--- config.mk ---
export PLATFORM = sky130hd
export DESIGN_NAME = mac_sequencer
export DESIGN_NICKNAME = d
export VERILOG_FILES = /design/src/rtl/mac_sequencer.sv
export SDC_FILE = /design/constraint.sdc
export NUM_CORES = 1
export LEC_CHECK = 0
export ABC_CLOCK_PERIOD_IN_PS = 4000
export CAP_MARGIN = 20
export CORE_MARGIN = 4
export CORE_UTILIZATION = 54
export CTS_BUF_LIST = sky130_fd_sc_hd__clkbuf_4
export DETAILED_ROUTE_END_ITERATION = 10
export PLACE_DENSITY = 0.79
export SYNTH_ARGS = -nofsm -noshare
export SYNTH_HDL_FRONTEND = slang
export SYNTH_SLANG_ARGS = --single-unit
--- constraint.sdc ---
create_clock -name clock -period 4 [get_ports clock]
set_input_delay 0.4 -clock clock [delete_from_list [all_inputs] [get_ports clock]]
set_output_delay 0.4 -clock clock [all_outputs]
set_load 0.1 [all_outputs]
--- src/rtl/mac_sequencer.sv ---
// Multi-cycle 8x8 unsigned multiply-accumulate sequencer. One shared 20-bit
// carry-select adder does both the shift-add product and the accumulation.

module carry_select20 (
  input  logic [19:0] a,
  input  logic [19:0] b,
  input  logic        carry_in,
  output logic [19:0] sum,
  output logic        carry_out
);

  localparam int BLK_W  = 4;
  localparam int N_BLKS = 20 / BLK_W;

  logic [19:0]       sum_c0;
  logic [19:0]       sum_c1;
  logic [N_BLKS-1:0] co_c0;
  logic [N_BLKS-1:0] co_c1;

  // Each nibble precomputes both carry-in cases; the chain below only selects.
  genvar g;
  generate
    for (g = 0; g < N_BLKS; g++) begin : g_blk
      assign {co_c0[g], sum_c0[g*BLK_W +: BLK_W]} =
        {1'b0, a[g*BLK_W +: BLK_W]} + {1'b0, b[g*BLK_W +: BLK_W]};
      assign {co_c1[g], sum_c1[g*BLK_W +: BLK_W]} =
        {1'b0, a[g*BLK_W +: BLK_W]} + {1'b0, b[g*BLK_W +: BLK_W]} + 5'd1;
    end
  endgenerate

  always_comb begin
    logic carry;
    sum   = '0;
    carry = carry_in;
    for (int i = 0; i < N_BLKS; i++) begin
      sum[i*BLK_W +: BLK_W] = carry ? sum_c1[i*BLK_W +: BLK_W] : sum_c0[i*BLK_W +: BLK_W];
      carry                 = carry ? co_c1[i] : co_c0[i];
    end
    carry_out = carry;
  end

endmodule

module mac_sequencer #(
  parameter int OP_W     = 8,
  parameter int ACC_W    = 20,
  parameter bit SATURATE = 1'b0
) (
  input  logic             clock,
  input  logic             reset_n,
  input  logic             in_valid,
  output logic             in_ready,
  input  logic [OP_W-1:0]  a,
  input  logic [OP_W-1:0]  b,
  input  logic             clear,
  output logic [ACC_W-1:0] acc_out,
  output logic             out_valid,
  output logic             overflow
);

  localparam int CNT_W = $clog2(OP_W);

  localparam logic [1:0] ST_IDLE = 2'd0;
  localparam logic [1:0] ST_MUL  = 2'd1;
  localparam logic [1:0] ST_ACC  = 2'd2;
  localparam logic [1:0] ST_DONE = 2'd3;

  generate
    if (OP_W != 8 || ACC_W != 20) begin : g_bad_params
      $error("mac_sequencer supports only OP_W=8 and ACC_W=20");
    end
  endgenerate

  logic [1:0]       state;
  logic [OP_W-1:0]  a_reg;
  logic [OP_W-1:0]  b_reg;
  logic             clear_reg;
  logic [ACC_W-1:0] partial;
  logic [CNT_W-1:0] count;

  logic [ACC_W-1:0] add_a;
  logic [ACC_W-1:0] add_b;
  logic [ACC_W-1:0] add_sum;
  logic             add_co;

  assign in_ready  = (state == ST_IDLE);
  assign out_valid = (state == ST_DONE);

  // The single adder is time-shared: shift-add terms in MUL, accumulate in ACC.
  always_comb begin
    add_a = '0;
    add_b = '0;
    case (state)
      ST_MUL: begin
        add_a = partial;
        add_b = b_reg[count] ? (ACC_W'(a_reg) << count) : '0;
      end
      ST_ACC: begin
        add_a = clear_reg ? '0 : acc_out;
        add_b = partial;
      end
      default: ;
    endcase
  end

  carry_select20 u_adder (
    .a         (add_a),
    .b         (add_b),
    .carry_in  (1'b0),
    .sum       (add_sum),
    .carry_out (add_co)
  );

  always_ff @(posedge clock or negedge reset_n) begin
    if (!reset_n) begin
      state     <= ST_IDLE;
      a_reg     <= '0;
      b_reg     <= '0;
      clear_reg <= 1'b0;
      partial   <= '0;
      count     <= '0;
      acc_out   <= '0;
      overflow  <= 1'b0;
    end else begin
      case (state)
        ST_IDLE: begin
          if (in_valid) begin
            a_reg     <= a;
            b_reg     <= b;
            clear_reg <= clear;
            partial   <= '0;
            count     <= '0;
            state     <= ST_MUL;
          end
        end
        ST_MUL: begin
          partial <= add_sum;
          count   <= count + 1'b1;
          if (count == CNT_W'(OP_W - 1)) begin
            state <= ST_ACC;
          end
        end
        ST_ACC: begin
          // A clearing MAC restarts the sticky flag from this carry alone.
          if (add_co) begin
            overflow <= 1'b1;
            acc_out  <= SATURATE ? '1 : add_sum;
          end else begin
            overflow <= clear_reg ? 1'b0 : overflow;
            acc_out  <= add_sum;
          end
          state <= ST_DONE;
        end
        ST_DONE: state <= ST_IDLE;
        default: state <= ST_IDLE;
      endcase
    end
  end

endmodule

==> results of run 1 <==
## final cells by class
| type | count | area share [%] |
|---|---|---|
| Sequential cell | 63 | 27.76 |
| Clock buffer | 9 | 1.189 |
| Multi-Input combinational cell | 358 | 51.27 |
| Clock inverter | 7 | 1.541 |
| Timing Repair Buffer | 97 | 15.12 |
| Tap cell | 102 | 2.245 |
| Inverter | 13 | 0.8805 |
## routing by layer
layer	wire, um	global-route usage [%]
met1	5029	32.10
met2	5802	40.35
met3	432	3.397
met4	321	8.298
met5	0	0
## worst max-delay path: stages (launching register included)
cell and delay, ns:
dfrtp_2 0.42, mux4_2 0.52, mux2_4 0.29, nand2_4 0.08, o21ai_1 0.05, and2_1 0.16
ha_2 0.18, inv_2 0.05, fa_1 0.44, inv_2 0.09, ha_4 0.14, nand2_4 0.05
nor4b_4 0.27, buf_6 0.18, xnor2_4 0.15, o211ai_2 0.13, buf_4 0.15, buf_6 0.11
nand2_2 0.05, xnor3_1 0.25, mux2_2 0.28
## cell families (layout without fill, tap and decap cells)
group,count (synthesis),in the layout,share of synthesized area (%)
adders and majority gates,36,36,11.05
muxes,40,40,10.37
xor gates and xnor gates,21,21,4.646
buffers and inverters,37,126,3.852
DFF,63,63,35.69
AOI/OAI and AO/OA,117,117,17.14
and+or+nand+nor,144,144,17.25
## worst paths after layout
check / start / end / slack, ns / cells past startpoint
setup reg to reg: count[0] / acc_out[16] / -0.16 / 20
hold / removal: reset_n / a_reg[3] / 0.03 / 1
hold reg to reg: acc_out[10] / acc_out[10] / 0.52 / 2
max in group asynchronous: reset_n / count[0] / 3.06 / 2
min in group clock: acc_out[10] / acc_out[10] / 0.52 / 2
setup / recovery: count[0] / acc_out[16] / -0.16 / 20
## through the flow
| step | hold slack (ns) | instances | setup TNS (ns) | cell area [um^2] | power [W] |
|---|---|---|---|---|---|
| 2_1_floorplan | 0.1044 | 458 | -0.02991 | 4483 | 0.002932 |
| 3_3_place_gp | 0.4848 | 612 | -0.004667 | 5160 | 0.003612 |
| 3_5_place_dp | 0.4923 | 612 | -2.429 | 5160 | 0.003678 |
| 4_1_cts | 0.02714 | 641 | -0.5675 | 5461 | 0.004271 |
| 5_1_grt | 0.07613 | 649 | -5.037 | 5684 | 0.004623 |
| 6_report | 0.03007 | 649 | -1.403 | 5684 | 0.004375 |
## layout by cell type (no fill, tap or decap), types with 3 or more instances in the layout
cell / n
nand3_1: 7
nand2_4: 3
buf_4: 49
clkbuf_4: 9
a22o_1: 9
o211ai_1: 3
nand2_1: 43
a22oi_1: 23
mux2i_1: 8
nand4_1: 5
buf_6: 5
a21o_1: 8
dfrtp_1: 62
inv_1: 10
mux2i_2: 4
nor2b_1: 25
clkdlybuf4s50_1: 41
o21ai_1: 8
xor2_1: 7
xor2_2: 3
nand3_2: 3
xnor2_1: 5
fa_1: 4
mux2_2: 25
nor2_1: 20
and2_1: 11
a21oi_2: 4
a21oi_1: 23
o21ai_0: 21
ha_1: 29
## power breakdown
| part | switching [W] | internal (W) |
|---|---|---|
| Combinational | 0.00175 | 0.00105 |
| Clock | 0.000244 | 0.000248 |
| Sequential | 0.000205 | 0.000879 |
## what timing repair did
item                       CTS  global route
pin swaps                    8            14
cloned                       0             0
setup buffers               13             8
setup endpoints to repair   17            24
gates resized for setup     10            39
==> flow_metrics.py, run 1 <==
metrics = {
    "grt": {
        "grt_pass1_wl_um": 19020,
        "grt-ovfl-total": 0,
        "grt_max_degree": 52,
        "grt_util_all_layers_pct": 24.06,
        "grt_pass1_vias": 3910,
        "antenna_found_initial": 0,
    },
    "worst_setup_path": {
        "crit_type": "reg2reg",
        "worstPathArrival_ns": 4.47,
        "cp_max_fo": 4,
        "critical_path.endpoint_type": "register",
        "cp_data_required_time_ns": 4.31,
        "start_kind": "register",
    },
    "clocking": {
        "cts.reportedPaths.clkPinSlew_ns": 0.11,
        "cts_buffer_depth": 2,
        "cts_num_sinks": 63,
        "cts_tree": "built",
        "cts_htree_levels": 3,
        "clk_latency_ns": 0.42,
        "cts_made_buffers": 9,
        "cts-root-buf": "clkbuf_4",
        "holdBufCountCts": 0,
    },
    "sta": {
        "period_minus_slack_ns": 4.156,
        "skew_ns": 0.01157,
        "drv_slew": 0,
        "layout_setup_ws_ns": -0.1559,
        "finalSetupViolCount": 17,
        "fmax_mhz": 240.6,
        "hold_violations": 0,
        "fin_crit_sh_pct": 103.9,
        "worst_pin_slew_ns": 0.9804,
        "rsz0062_at_grt": "yes",
        "relSlewSlack_pct": 34.44,
    },
    "placed_design": {
        "place_hpwl_um": 8140,
        "place.gp.congestion": 0.8896,
        "place_ws_ns": -0.2453,
        "portBuffers": 42,
    },
    "layout": {
        "layout-drive-gt1-share_pct": 27.42,
        "diodes": 0,
        "finish.utilization_pct": 72.43,
        "multiInputGateArea_um2": 2914,
        "area_delta_synth_final_pct": 28.70,
        "regArea_um2": 1578,
        "top_regs": "acc_out (20), partial (20)",
        "num-nets-final": 598,
        "fillCellCount": 580,
    },
    "detailed_routing": {
        "routed_wl_um": 11590,
        "via_per_inst": 5.980,
        "ant_nets": 0,
        "vias": 3881,
        "drtPass1Iterations": 5,
        "drc": 0,
        "avgRoutedWirePerCell_um": 17.85,
        "drt_iter0_drc": 285,
    },
    "synth": {
        "synth_warnings": 0,
        "synthArstFlopShare_pct": 100.0,
        "synth.avg_cell_area_um2": 9.644,
        "synthTopCellsByArea": "dfrtp_1 36%, ha_1 8.8%, mux2_2 6.6%",
        "synthTopCellsByCount": "63 x dfrtp_1, 47 x nand2_1, 31 x ha_1, 31 x o21ai_0, 26 x mux2_2",
        "synth_nets": 514,
        "synth_cell_types": 55,
        "synthFlopType": "dfrtp_1",
        "synth_top_area_share_pct": 35.69,
        "synth_edf_count": 0,
        "ys_ff_latch": 63,
        "synth.largest_area_cell": "dfrtp_1",
        "synth_cells": 458,
        "ys_seq_area_share_pct": 35.69,
        "netlist_area_um2": 4417,
        "yosysMostFrequentCell": "dfrtp_1",
    },
    "hold_path": {
        "hold_path.class": "in2async",
    },
    "power": {
        "peakVddDrop_mv": 0.6998,
        "leakagePower_nw": 2.597,
        "cellPowerDensity_nw_per_um2": 769.7,
    },
    "floorplan": {
        "die_w_um": 98.44,
        "design.core.area_um2": 7848,
        "placementRows": 32,
        "die_h_um": 98.44,
        "die_area_um2": 9690,
        "pin_count": 43,
        "initial_core_util_pct": 56.28,
    },
    "outcome": {
        "status": "finished, violations left",
        "violations": "setup timing",
    },
    "run": {
        "max-cap-violations": 0,
    },
}
Note: power is estimated with default switching activity, not from simulation.
==> run 2, diff against run 1 <==
--- a/config.mk
+++ b/config.mk
@@ -7,7 +7,7 @@
 export LEC_CHECK = 0
 export ABC_CLOCK_PERIOD_IN_PS = 4000
 export CAP_MARGIN = 20
-export CORE_MARGIN = 4
+export CORE_MARGIN = 3
 export CORE_UTILIZATION = 54
 export CTS_BUF_LIST = sky130_fd_sc_hd__clkbuf_4
 export DETAILED_ROUTE_END_ITERATION = 10
==> run 2 against run 1 <==
Net effect:
- power decreased by 4.9%
- the flow still finishes with violations (setup timing)
- highest routed layer unchanged
- die area decreased by 4.0%
- first-iteration DRC count decreased by 18%
- setup slack got worse by 0.013 ns
- sequential power about the same
- global-route usage increased by 1.2 points
- core utilization decreased by 3.4 points
- critical endpoint is now acc_out[19]
==> flow_metrics.py, run 2 (same netlist as run 1, synthesis figures left out) <==
metrics = {
    "power": {
        "leakagePower_nw": 2.488,
        "peakVddDrop_mv": 0.5017,
        "cellPowerDensity_nw_per_um2": 768.1,
    },
    "clocking": {
        "cts_num_sinks": 63,
        "holdBufCountCts": 0,
        "cts_htree_levels": 3,
        "cts_tree": "built",
        "clk_latency_ns": 0.42,
        "cts_buffer_depth": 2,
        "cts.reportedPaths.clkPinSlew_ns": 0.11,
        "cts_made_buffers": 9,
        "cts-root-buf": "clkbuf_4",
    },
    "detailed_routing": {
        "avgRoutedWirePerCell_um": 17.58,
        "drt_iter0_drc": 234,
        "drc": 0,
        "routed_wl_um": 11070,
        "via_per_inst": 5.911,
        "vias": 3724,
        "ant_nets": 0,
        "drtPass1Iterations": 5,
    },
    "sta": {
        "fin_crit_sh_pct": 104.2,
        "tns_ns": -0.7049,
        "finalSetupViolCount": 10,
        "rsz0062_at_grt": "yes",
        "layout_setup_ws_ns": -0.1691,
        "fmax_mhz": 239.9,
        "skew_ns": 0.02378,
        "period_minus_slack_ns": 4.169,
        "hold_ws_ns": 0.03888,
        "worst_pin_slew_ns": 0.9837,
        "drv_slew": 0,
        "relSlewSlack_pct": 34.21,
        "hold_violations": 0,
    },
    "layout": {
        "layout-drive-gt1-share_pct": 22.73,
        "num-nets-final": 579,
        "top_regs": "acc_out (20), partial (20)",
        "final_cell_mix": "62 x dfrtp_1, 43 x nand2_1, 41 x clkdlybuf4s50_1",
        "layout_commonest_cell": "dfrtp_1",
        "area_delta_synth_final_pct": 22.63,
        "diodes": 0,
    },
    "grt": {
        "grt_util_all_layers_pct": 25.29,
        "grt_max_degree": 52,
        "antenna_found_initial": 0,
        "grt_pass1_vias": 3675,
        "grt-ovfl-total": 0,
        "grt_pass1_wl_um": 17860,
    },
    "outcome": {
        "violations": "setup timing",
        "status": "finished, violations left",
    },
    "placed_design": {
        "place_hpwl_um": 7981,
        "portBuffers": 42,
        "place.gp.congestion": 0.8761,
    },
    "worst_setup_path": {
        "crit_type": "reg2reg",
        "cp_max_fo": 5,
        "critical_path.endpoint_type": "register",
        "ff2ff_path_depth": 18,
        "worstPathArrival_ns": 4.51,
        "cp_data_required_time_ns": 4.34,
        "start_kind": "register",
    },
    "floorplan": {
        "design.core.area_um2": 7848,
        "initial_core_util_pct": 56.28,
        "die_w_um": 96.44,
        "die_h_um": 96.44,
        "placementRows": 32,
        "pin_count": 43,
        "die_area_um2": 9301,
    },
    "run": {
        "max-cap-violations": 0,
    },
    "hold_path": {
        "hold_path.class": "in2async",
    },
}
run 2: changes by cell type in the layout (fill, tap and decap cells not counted), moves of 3 or more:
cell,before,now
buf_4,49,32
buf_6,5,2
mux2i_2,4,1
nand3_1,7,11
nand3_2,3,0
o21ai_0,21,26
o21ai_1,8,3
xor2_1,7,10
run 2: path summary, 6_finish.rpt:
path / endpoint / slack, ns / from
min in group clock: b_reg[5] / 0.52 / b_reg[5]
max in group asynchronous: count[0] / 3.05 / reset_n
max: acc_out[19] / -0.17 / count[0]
min: acc_out[17] / 0.04 / reset_n
max reg2reg: acc_out[19] / -0.17 / count[0]
min reg2reg: b_reg[5] / 0.52 / b_reg[5]
run 2: through the flow:
stage | power [W] | cells | utilization, % | worst slack, ns | area [um^2]
after floorplan | 0.002932 | 458 | - | -0.02991 | 4483
after global placement | 0.003568 | 606 | 65.21 | -0.01709 | 5117
after detailed placement | 0.003634 | 606 | 65.21 | -0.2617 | 5117
after CTS | 0.004108 | 625 | 67.84 | -0.04853 | 5324
after global routing | 0.004411 | 630 | 69.02 | -0.2776 | 5416
final | 0.004160 | 630 | 69.02 | -0.1691 | 5416
run 2: area by class of cell:
class	instances	area, um^2
Multi-Input combinational cell	358	2816
Fill cell	619	2431
Sequential cell	63	1578
Timing Repair Buffer	78	713.2
Tap cell	102	127.6
Clock buffer	11	82.58
Inverter	13	50.05
Clock inverter	5	48.80
run 2: routing by layer:
layer,vias to the layer above,GRT usage (%),wire [um]
li1,1767,-,-
met1,1774,32.17,4582
met2,151,43.28,5451
met3,32,4.570,723
met4,0,8.879,316
met5,-,0,0
run 2: worst max-delay path, stage by stage, from the launching register on:
cell	delay, ns
dfrtp_2	0.43
mux4_2	0.52
mux2_4	0.30
nand2_4	0.06
o21ai_1	0.06
and2_1	0.15
ha_2	0.18
inv_2	0.06
fa_1	0.44
inv_2	0.11
ha_4	0.15
nand2_4	0.05
nor4b_4	0.32
buf_4	0.19
xor2_4	0.17
and4_4	0.26
nor3_4	0.07
or4_1	0.42
a31oi_1	0.17
run 2: timing repair:
item                                    CTS  global route
buffers inserted                          3             5
endpoints found under the setup margin   17            22
resized for setup                        14            13
pin swaps                                 8            18
run 2: report_power, final:
group	internal (W)	switching, W	total [W]
combinational	0.000953	0.00169	0.00264
clock	0.000200	0.000237	0.000437
sequential	0.000879	0.000205	0.00108
==> run 3, diff against run 2 <==
--- a/config.mk
+++ b/config.mk
@@ -6,12 +6,11 @@
 export NUM_CORES = 1
 export LEC_CHECK = 0
 export ABC_CLOCK_PERIOD_IN_PS = 4000
-export CAP_MARGIN = 20
 export CORE_MARGIN = 3
-export CORE_UTILIZATION = 54
+export CORE_UTILIZATION = 40
 export CTS_BUF_LIST = sky130_fd_sc_hd__clkbuf_4
+export CTS_CLUSTER_SIZE = 30
 export DETAILED_ROUTE_END_ITERATION = 10
-export PLACE_DENSITY = 0.79
 export SYNTH_ARGS = -nofsm -noshare
 export SYNTH_HDL_FRONTEND = slang
 export SYNTH_SLANG_ARGS = --single-unit
==> run 3 against run 2 <==
Net effect:
- the run still ends with setup timing left
- sequential power is essentially flat
- wire length is 2.9% higher
- sequential share of layout area is 1.3 points lower
- highest routed layer unchanged
- global-route usage decreased by 6.1 points
- power up 4.9%
- critical path type unchanged
- critical endpoint unchanged
- clock skew down 0.011 ns
- clock power increased by 4%
==> flow_metrics.py, run 3 (same netlist as run 1, synthesis figures left out) <==
metrics = {
    "detailed_routing": {
        "dr_wl_met3_um": 430,
        "routed_wl_um": 11390,
        "wirelength_met1_um": 5475,
        "ant_nets": 0,
        "via_per_inst": 5.376,
        "drc": 0,
        "avgRoutedWirePerCell_um": 16.56,
        "drtPass1Iterations": 7,
        "drt_iter0_drc": 151,
        "vias": 3699,
        "wl_met2_um": 5342,
        "highest-signal-layer": "met4",
    },
    "run": {
        "max-cap-violations": 0,
    },
    "clocking": {
        "cts_made_buffers": 9,
        "clk_latency_ns": 0.42,
        "cts_tree": "built",
        "cts_num_sinks": 63,
        "cts_htree_levels": 3,
        "cts_buffer_depth": 2,
        "cts.reportedPaths.clkPinSlew_ns": 0.12,
        "cts-root-buf": "clkbuf_4",
    },
    "layout": {
        "num-nets-final": 603,
        "final_cell_mix": "62 x dfrtp_1, 54 x buf_4, 43 x nand2_1",
        "area_delta_synth_final_pct": 28.33,
        "fillCellCount": 979,
        "instances_no_fill": 688,
        "layout_commonest_cell": "dfrtp_1",
        "layout-drive-gt1-share_pct": 26.99,
        "top_regs": "acc_out (20), partial (20)",
        "diodes": 0,
        "finish.utilization_pct": 53.94,
    },
    "floorplan": {
        "die_w_um": 111.1,
        "placementRows": 37,
        "die_h_um": 111.1,
        "die_area_um2": 12340,
        "initial_core_util_pct": 42.03,
        "design.core.area_um2": 10510,
        "pin_count": 43,
    },
    "sta": {
        "skew_ns": 0.01306,
        "period_minus_slack_ns": 4.093,
        "drv_slew": 0,
        "fin_crit_sh_pct": 102.3,
        "hold_violations": 0,
        "layout_setup_ws_ns": -0.09294,
        "fmax_mhz": 244.3,
        "finalSetupViolCount": 13,
        "worst_pin_slew_ns": 0.9788,
        "rsz0062_at_grt": "yes",
        "relSlewSlack_pct": 34.54,
    },
    "grt": {
        "grt_max_degree": 36,
        "grt_util_all_layers_pct": 19.18,
        "grt-ovfl-total": 0,
        "antenna_found_initial": 0,
        "grt_pass1_vias": 3798,
        "grt_pass1_wl_um": 19250,
    },
    "hold_path": {
        "hold_start": "b_reg[2]",
        "hold_path.class": "reg2reg",
    },
    "worst_setup_path": {
        "cp_max_fo": 6,
        "startpoint": "count[0]",
        "r2r-start": "count[0]",
        "cp_data_required_time_ns": 4.34,
        "start_kind": "register",
        "worstPathArrival_ns": 4.43,
        "critical_path.endpoint_type": "register",
        "crit_type": "reg2reg",
    },
    "placed_design": {
        "place_ws_ns": -0.2273,
        "place.gp.congestion": 0.8523,
        "place_inst": 649,
        "portBuffers": 42,
        "place_hpwl_um": 8169,
    },
    "outcome": {
        "status": "finished, violations left",
        "violations": "setup timing",
    },
    "power": {
        "cellPowerDensity_nw_per_um2": 770.2,
        "peakVddDrop_mv": 0.4540,
        "leakagePower_nw": 2.607,
    },
}
## run 3: cell count changes in the layout (fill, tap and decap cells not counted), sizes merged
cell | previous run | this run
buf | 37 | 60
clkinvlp | 0 | 2
clkbuf | 11 | 10
dlygate4sd3 | 0 | 1
clkinv | 5 | 4
## run 3: final timing paths
check | to | slack [ns] | cells after the start
hold reg to reg | b_reg[2] | 0.52 | 1
hold / removal | b_reg[2] | 0.52 | 1
setup / recovery | acc_out[19] | -0.09 | 17
min in group asynchronous | a_reg[7] | 0.53 | 2
max in group asynchronous | acc_out[16] | 2.54 | 3
setup reg to reg | acc_out[19] | -0.09 | 17
## run 3: metal layers
| layer | vias up | GRT usage, % |
|---|---|---|
| met5 | - | 0 |
| li1 | 1817 | - |
| met4 | 0 | 5.434 |
| met1 | 1806 | 26.63 |
| met3 | 12 | 3.821 |
| met2 | 64 | 30.54 |
## run 3: through the flow
| step | total power (W) | setup TNS [ns] | instance area [um^2] | hold slack (ns) |
|---|---|---|---|---|
| 2_1_floorplan | 0.002932 | -0.02991 | 4483 | 0.1044 |
| 3_3_place_gp | 0.003682 | -1.150 | 5228 | 0.4782 |
| 3_5_place_dp | 0.003703 | -2.811 | 5228 | 0.4793 |
| 4_1_cts | 0.004271 | -0.9560 | 5522 | 0.009872 |
| 5_1_grt | 0.004672 | -5.930 | 5668 | 0.5289 |
| 6_report | 0.004365 | -0.5614 | 5668 | 0.5168 |
## run 3: layout make-up
class	count	area (um^2)	area share, %
inverter	13	50.05	0.8830
clock buffer	10	75.07	1.325
timing repair buffer	102	895.9	15.81
sequential	63	1578	27.84
tap	136	170.2	3.002
multi-input combinational	358	2828	49.89
clock inverter	6	71.32	1.258
## run 3: repair_timing
item / CTS / global route
hold endpoints to repair: 0 / 2
pin swaps: 8 / 9
gates resized for setup: 8 / 24
hold buffers: 0 / 1
setup buffers: 17 / 8
endpoints found under the setup margin: 19 / 27
## run 3: worst max-delay path, cell delays in order (launching register included)
cell and delay, ns:
dfrtp_2 0.47, mux4_2 0.54, mux2_4 0.30, nand2_4 0.07
o21ai_1 0.05, and2_1 0.16, ha_2 0.17, inv_2 0.05
fa_1 0.44, inv_2 0.10, ha_4 0.15, nand2_4 0.05
nor4b_4 0.34, xnor2_2 0.16, o211ai_2 0.21, a21oi_2 0.11
or4_1 0.52, a31oi_1 0.13
## run 3: power breakdown
group / switching [W] / internal, W / total [W]
combinational: 0.00173 / 0.00109 / 0.00282
clock: 0.000255 / 0.000200 / 0.000456
sequential: 0.000208 / 0.000878 / 0.00109
total: 0.00220 / 0.00217 / 0.00437
